`config.mk`:
```
export PLATFORM = sky130hd
export DESIGN_NAME = sipo_br_rx
export DESIGN_NICKNAME = d
export VERILOG_FILES = /design/src/rtl/sipo_br_pkg.sv /design/src/rtl/br_tick_gen.sv /design/src/rtl/sipo_br_rx.sv
export SDC_FILE = /design/constraint.sdc
export NUM_CORES = 1
export LEC_CHECK = 0
export CAP_MARGIN = 20
export CORE_ASPECT_RATIO = 0.8
export CORE_MARGIN = 5
export CORE_UTILIZATION = 55
export CTS_CLUSTER_SIZE = 40
export DETAILED_ROUTE_END_ITERATION = 8
export PLACE_DENSITY = 0.81
export SETUP_SLACK_MARGIN = 0.4
export SYNTH_ARGS = -nofsm -noshare
export SYNTH_HDL_FRONTEND = slang
export SYNTH_SLANG_ARGS = --single-unit
```
`constraint.sdc`:
```
create_clock -name clk -period 2.26 [get_ports clk]
set_input_delay 0.452 -clock clk [delete_from_list [all_inputs] [get_ports clk]]
set_output_delay 0.452 -clock clk [all_outputs]
set_load 0.01 [all_outputs]
```
`src/rtl/sipo_br_pkg.sv`:
```
// Shared types and constants for the sipo_br_rx serial receiver.
// The optional parity window is enabled by defining SIPO_BR_PARITY_EN.
package sipo_br_pkg;

  typedef enum logic [1:0] {
    IDLE  = 2'd0,
    SHIFT = 2'd1,
    PAR   = 2'd2
  } state_t;

  localparam int DATA_W_DEF = 8;
  localparam int BR_DIV_DEF = 2;

  // Bits needed for a counter holding 0..n-1 (never narrower than one bit).
  function automatic int cnt_w(input int n);
    return (n <= 1) ? 1 : $clog2(n);
  endfunction

endpackage

```
`src/rtl/br_tick_gen.sv`:
```
// Bit-period divider: tick marks the last clock of each BR_DIV-clock window.
// The count restarts from the first cycle of a window whenever en drops.
module br_tick_gen
  import sipo_br_pkg::*;
#(
  parameter int BR_DIV = BR_DIV_DEF
) (
  input  logic clk,
  input  logic rst,
  input  logic en,
  output logic tick
);

  localparam int CW = cnt_w(BR_DIV);
  localparam logic [CW-1:0] LAST = CW'(BR_DIV - 1);

  // r_cnt holds (div_cnt - 1), so the first enabled cycle is window position 1
  logic [CW-1:0] r_cnt;

  assign tick = en && (r_cnt == LAST);

  // window position counter, wrapping at the end of each bit window
  always_ff @(posedge clk) begin
    if (rst) begin
      r_cnt <= {CW{1'b0}};
    end else if (!en) begin
      r_cnt <= {CW{1'b0}};
    end else if (r_cnt == LAST) begin
      r_cnt <= {CW{1'b0}};
    end else begin
      r_cnt <= r_cnt + CW'(1);
    end
  end

endmodule

```
`src/rtl/sipo_br_rx.sv`:
```
// MSB-first serial-to-parallel receiver with a BR_DIV-clock bit window.
// Define SIPO_BR_PARITY_EN to add a trailing even-parity bit window.
module sipo_br_rx
  import sipo_br_pkg::*;
#(
  parameter int DATA_W = DATA_W_DEF,
  parameter int BR_DIV = BR_DIV_DEF
) (
  input  logic              clk,
  input  logic              rst,
  input  logic              start,
  input  logic              sin,
  output logic [DATA_W-1:0] dout,
  output logic              dvalid,
  output logic              busy,
  output logic              parity_err
);

  localparam int BW = cnt_w(DATA_W);
  localparam logic [BW-1:0] BIT_TOP = BW'(DATA_W - 1);

`ifdef SIPO_BR_PARITY_EN
  function automatic logic par_of(input logic [DATA_W-1:0] d);
    return ^d;
  endfunction
`endif

  state_t            r_state;
  state_t            w_state_nxt;
  logic [BW-1:0]     r_bit_cnt;
  logic [BW-1:0]     w_bit_cnt_nxt;
  logic [DATA_W-1:0] r_shift;
  logic [DATA_W-1:0] w_shift_nxt;
  logic [DATA_W-1:0] r_dout;
  logic              r_dvalid;
  logic              r_perr;
  logic              w_tick;
  logic              w_done;
  logic              w_perr;
  logic              w_busy;

  assign w_busy = (r_state != IDLE);

  br_tick_gen #(
    .BR_DIV (BR_DIV)
  ) u_tick (
    .clk  (clk),
    .rst  (rst),
    .en   (w_busy),
    .tick (w_tick)
  );

  // next-state, bit counter and shift register update
  always_comb begin
    w_state_nxt   = r_state;
    w_bit_cnt_nxt = r_bit_cnt;
    w_shift_nxt   = r_shift;
    w_done        = 1'b0;
    w_perr        = 1'b0;
    case (r_state)
      IDLE: begin
        if (start) begin
          w_state_nxt   = SHIFT;
          w_bit_cnt_nxt = BIT_TOP;
          w_shift_nxt   = {DATA_W{1'b0}};
        end else begin
          w_state_nxt = IDLE;
        end
      end
      SHIFT: begin
        if (w_tick) begin
          w_shift_nxt = {r_shift[DATA_W-2:0], sin};
          if (r_bit_cnt == {BW{1'b0}}) begin
`ifdef SIPO_BR_PARITY_EN
            w_state_nxt = PAR;
`else
            w_state_nxt = IDLE;
            w_done      = 1'b1;
`endif
          end else begin
            w_bit_cnt_nxt = r_bit_cnt - BW'(1);
          end
        end else begin
          w_state_nxt = SHIFT;
        end
      end
      PAR: begin
`ifdef SIPO_BR_PARITY_EN
        // data bits plus the even-parity bit must XOR to zero
        if (w_tick) begin
          w_state_nxt = IDLE;
          w_done      = 1'b1;
          w_perr      = par_of(r_shift) ^ sin;
        end else begin
          w_state_nxt = PAR;
        end
`else
        w_state_nxt = IDLE;
`endif
      end
      default: begin
        w_state_nxt = IDLE;
      end
    endcase
  end

  // state, counters and registered outputs
  always_ff @(posedge clk) begin
    if (rst) begin
      r_state   <= IDLE;
      r_bit_cnt <= {BW{1'b0}};
      r_shift   <= {DATA_W{1'b0}};
      r_dout    <= {DATA_W{1'b0}};
      r_dvalid  <= 1'b0;
      r_perr    <= 1'b0;
    end else begin
      r_state   <= w_state_nxt;
      r_bit_cnt <= w_bit_cnt_nxt;
      r_shift   <= w_shift_nxt;
      r_dvalid  <= w_done;
      if (w_done) begin
        r_dout <= w_shift_nxt;
        r_perr <= w_perr;
      end else begin
        r_dout <= r_dout;
        r_perr <= r_perr;
      end
    end
  end

  assign dout       = r_dout;
  assign dvalid     = r_dvalid;
  assign busy       = w_busy;
  assign parity_err = r_perr;

endmodule

```
* After elaboration in Yosys (flattened, before gate mapping) *
Cells that the tools add are included.

storage, ports and cells
  bits in registers = 23
  input bits = 4
  word-level logic and storage cells = 35

cells by class
  add/subtract/negate cells = 2
  eq/ne operators = 5
  multiplexer cells = 14
  bitwise gates (word level) = 1
  reduce and logical (&&, ||, !) cells = 7

operators by type and width
  kind                 count
  $mux 8               2
  $pmux 8 s2           1
  $mux 3               3
  $pmux 3 s2           1
  $mux 1               4
  $mux 2               2
  $ne 2x2->1 const B   2
  $pmux 2 s2           1
  $reduce_and 4->1     1
  $reduce_bool 2->1    2
  $logic_not 3->1      1
  $ne 3x3->1 const B   1
  $reduce_or 3->1      1
  $sub 3x1->3 const B  1
  $eq 2x1->1 const B   1
  $logic_not 2->1      1
  $ne 2x1->1 const B   1
  $add 1x1->1 const B  1
  $logic_and 1x1->1    1
  $not 1->1            1

* Logic depth before layout (Yosys ltp) *
  depth in word-level cells = 4
  depth in mapped cells = 6

* By module *
From an unflattened synthesis, not the netlist that was laid out.

second synthesis, totals
  cells, all modules = 93
  area, all modules = 1,023.5 sq um

modules (own cells, without submodules)
  module       instances  cells each  area an instance (sq um)  sequential area each (sq um)
  sipo_br_rx   1          90          983.4                     420.4
  br_tick_gen  1          3           40.0                      20.0

* Least setup slack after synthesis *
No wires, ideal clock.

  kind = register -> register
  start = reg r_bit_cnt[0]
  end = reg r_dout[1], in the netlist dout[1]
  arrival time = 1.057 ns
  data required time = 2.128 ns
  setup slack = 1.070 ns
  stages on the path, launching flop included = 7
  cells stage by stage = dfxtp_1 > inv_1 > ha_1 > and4b_1 > buf_4 > nand2_1 > a21oi_1

on the way
  cells in the longest elaborated chain, start to end = 4

ends and longest elaborated chain
  item                    line               text
  start, declared         sipo_br_rx.sv:30   logic [BW-1:0] r_bit_cnt;
  start signal, assigned  sipo_br_rx.sv:111  r_bit_cnt <= {BW{1'b0}};
  start signal, assigned  sipo_br_rx.sv:118  r_bit_cnt <= w_bit_cnt_nxt;
  $logic_not 3->1         sipo_br_rx.sv:73   if (r_bit_cnt == {BW{1'b0}}) begin
  $mux 1                  sipo_br_rx.sv:73
  $mux 1                  sipo_br_rx.sv:71   if (w_tick) begin
  $mux 1                  sipo_br_rx.sv:60   case (r_state)
  end signal, assigned    sipo_br_rx.sv:113  r_dout <= {DATA_W{1'b0}};
  end signal, assigned    sipo_br_rx.sv:122  r_dout <= w_shift_nxt;
  end signal, assigned    sipo_br_rx.sv:125  r_dout <= r_dout;
  end, declared           sipo_br_rx.sv:34   logic [DATA_W-1:0] r_dout;

No other way between the ends.
A chain may end at the register's enable or synchronous reset.

* Worst setup path after layout *
  start = reg r_state[0]
  end = out busy

on the way
  cells in the longest elaborated chain, start to end = 1

ends and longest elaborated chain
  item                    line               text
  start, declared         sipo_br_rx.sv:28   state_t r_state;
  start signal, assigned  sipo_br_rx.sv:117  r_state <= w_state_nxt;
  $reduce_bool 2->1       sipo_br_rx.sv:42   assign w_busy = (r_state != IDLE);
  end, declared           sipo_br_rx.sv:15   output logic busy,

No other way between the ends.

==> metrics.md <==
| Metric | Value |
|---|---|
| Outcome | `finished, final reports clean` |
| Final wirelength | `1630 um` |
| Root buffer cell | `clkbuf_4` |
| Post-synth design cell area | `958 um^2` |
| Clk slew on worst S/H paths | `0.12 ns` |
| CP Cell Sequence | `clkdlybuf4s50_1` |
| Crit path arrival time | `1.33 ns` |
| Dpl cells | `126` |
| RSZ-0062 raised after global routing | `no` |
| Share of cells above drive strength 1 | `17.6%` |
| Initial DRC Count | `14` |
| Required time of the critical path | `1.81 ns` |
| Crit share post-route | `79.0%` |
| Final hold vios | `0` |
| Post-synthesis cell count | `98` |
| RePlAce Congestion | `0.696` |
| Leakage | `0.393 nW` |
| Commonest non-fill, non-tap cell in the layout | `dfxtp_1` |
| Worst-path cell with the longest stage delay | `clkdlybuf4s50_1` |
| DR pass1 iterations | `4` |
| Peak VDD IR | `0.342 mV` |
| DRC Markers | `0` |
| Min Tclk post-route | `1.78 ns` |
| Yosys warning total | `0` |
| CTS H-tree lvls | `1` |
| Num rows | `13` |
| Max Cap Viol | `0` |
| # Post-CTS Setup Buffers | `0` |
| Routed len/inst | `12.5 um` |
| Synth Register Bits | `21` |
| Worst Hold Path Cells | `2` |
| DIE AREA | `2680 um^2` |
| # IOs | `15` |
| Area of placed instances | `1050 um^2` |
| Vias in the first global route | `620` |
| Cts bufs inserted | `3` |
| Worst R2R Path Depth | `3` |
| First-pass GRT wire length | `2820 um` |
| DR vias/cell | `5.20` |
| Worst-Margin Slew | `0.713 ns` |
| Final Cell Area | `1080 um^2` |
| Seq/Total Area, Yosys | `43.9%` |
| Core ar. | `1640 um^2` |
| Routed vias | `676` |
| Critical-path maximum fanout | `11` |
| CTS tree | `yes` |
| Starting Density | `58.3%` |
| Clock Skew | `0.0127 ns` |
| CTS sink count | `21` |
| Setup TNS Final | `0 ns` |
| Final ANT Viol Nets | `0` |
| Area Growth Syn to Fin | `12.9%` |
| Post-Syn Nets | `104` |
| Worst path top cell family by delay | `buffers and inverters` |
| Clk_lat worst skew | `0.30 ns` |
| CTS Buffer Depth | `2` |
| Worst setup SP type | `flop` |
| DP HPWL | `1140 um` |
| Crit-path max cell delay | `0.57 ns` |
| Rel. slew slack | `52.3%` |
| Kind of critical path | `reg -> out` |
| Critical Path Stages | `1` |
| Initial antenna violation count | `0` |
| Syn_area_per_cell | `9.78 um^2` |
| Inserted Diodes | `0` |
| Hold WC Path Type | `reg -> reg` |
| Total grt overflow | `0` |
| Nets | `115` |
| Synth cell types | `28` |
| Buf/Inv on CP | `1` |
| Pwr dens | `577 nW/um^2` |
| Largest net degree at the start of global routing | `22` |
| Final slew viol count | `0` |
| Die height | `47.3 um` |
| I/O Buffers | `13` |
| Most frequent cells in the layout | `20 x dfxtp_1, 17 x nand2_1, 13 x clkdlybuf4s50_1` |
| Max Fclk | `0.560 GHz` |
| Gr usage total | `14.0%` |
| Die X | `56.7 um` |
| Non-filler cells in the finished layout | `130` |
| Capturing element type of the critical path | `primary output` |
| Setup Viol. Count Final | `0` |
## cell usage after synthesis, drive strengths merged
cell type | count | share of area (%)
nand2b | 1 | 0.65
a31oi | 1 | 0.65
nand4b | 1 | 1.6
conb | 1 | 0.39
mux2 | 7 | 9.4
nor2b | 1 | 0.91
nor3 | 1 | 0.52
clkbuf | 2 | 0.78
nand2 | 17 | 6.7
a21oi | 10 | 5.2
buf | 6 | 6.5
and3 | 1 | 0.65
a22oi | 6 | 6.3
inv | 2 | 0.78
and4b | 1 | 1.0
nor2 | 9 | 5.2
nor3b | 3 | 2.3
nand3 | 1 | 0.52
dfxtp | 21 | 44
ha | 2 | 2.6
a211oi | 2 | 1.6
a311oi | 2 | 1.8
## path summary, 6_finish.rpt
path | startpoint | endpoint | slack, ns
max | r_state[0]$_SDFFE_PP0P_ | busy | 0.48
min | dout[1]$_SDFFE_PP0P_ | dout[1]$_SDFFE_PP0P_ | 0.46
max reg2reg | u_tick.r_cnt$_SDFF_PP0_ | dout[7]$_SDFFE_PP0P_ | 0.73
min reg2reg | dout[1]$_SDFFE_PP0P_ | dout[1]$_SDFFE_PP0P_ | 0.46
## cell families after synthesis
logic type	after synthesis	synth area share, %
buffers and inverters	10	8.09
flip-flops	21	43.9
other	1	0.391
AND/OR/NAND/NOR	36	20.1
multiplexers	7	9.40
AO/OA/AOI/OAI	21	15.5
adder cells (fa/ha/maj)	2	2.61
## power breakdown
| part | switching, mW | total [mW] | internal, mW | leakage, nW |
|---|---|---|---|---|
| combinational | 0.0340 | 0.0620 | 0.0280 | 0.204 |
| sequential | 0.0132 | 0.391 | 0.378 | 0.171 |
| clock | 0.105 | 0.171 | 0.0659 | 0.0177 |
| total | 0.153 | 0.625 | 0.472 | 0.393 |
## per-layer routing
| metal | GRT usage, % | up-vias | share of wire (%) |
|---|---|---|---|
| li1 | - | 355 | - |
| met1 | 18.0 | 304 | 48 |
| met2 | 21.4 | 15 | 45 |
| met3 | 6.32 | 2 | 6.1 |
| met4 | 4.27 | 0 | 0.80 |
| met5 | 0 | - | 0 |
## sequential cells by signal, indices dropped and copies added, names as in the netlist
signal	cells
dvalid	1
r_state	1
u_tick.r_cnt	1
r_bit_cnt	3
dout	8
r_shift	7
## area by class of cell
cell class                 count  area [um^2]
multi-input combinational     67          460
clock inverter                 1         5.00
tap                           22         27.5
fill                         135          561
sequential                    21          422
clock buffer                   3         22.5
inverter                       2         7.51
timing repair buffer          14          138
## what timing repair did
item | 4_1_cts | 5_1_grt
resized for setup | 1 | 0
endpoints found under the setup margin | 1 | 0
hold buffers | 0 | 0
endpoints found under the hold margin | 0 | 0
## per-stage QoR
| step | power [mW] | hold WS [ns] | utilization (%) | setup slack (ns) |
|---|---|---|---|---|
| after floorplan | 0.451 | 0.441 | - | 1.07 |
| after global placement | 0.460 | 0.442 | 64.1 | 0.596 |
| after detailed placement | 0.460 | 0.448 | 64.1 | 0.549 |
| after CTS | 0.635 | 0.465 | 65.9 | 0.469 |
| after global routing | 0.658 | 0.491 | 65.9 | 0.422 |
| final | 0.625 | 0.463 | 65.9 | 0.475 |
## worst reg2reg max path: cells and delay by family, from the launching register on
family	cells	cell delay, ns
flops	1	0.72
simple gates	2	0.60
compound gates	1	0.13
No activity file was read; power rests on OpenSTA's default activity.
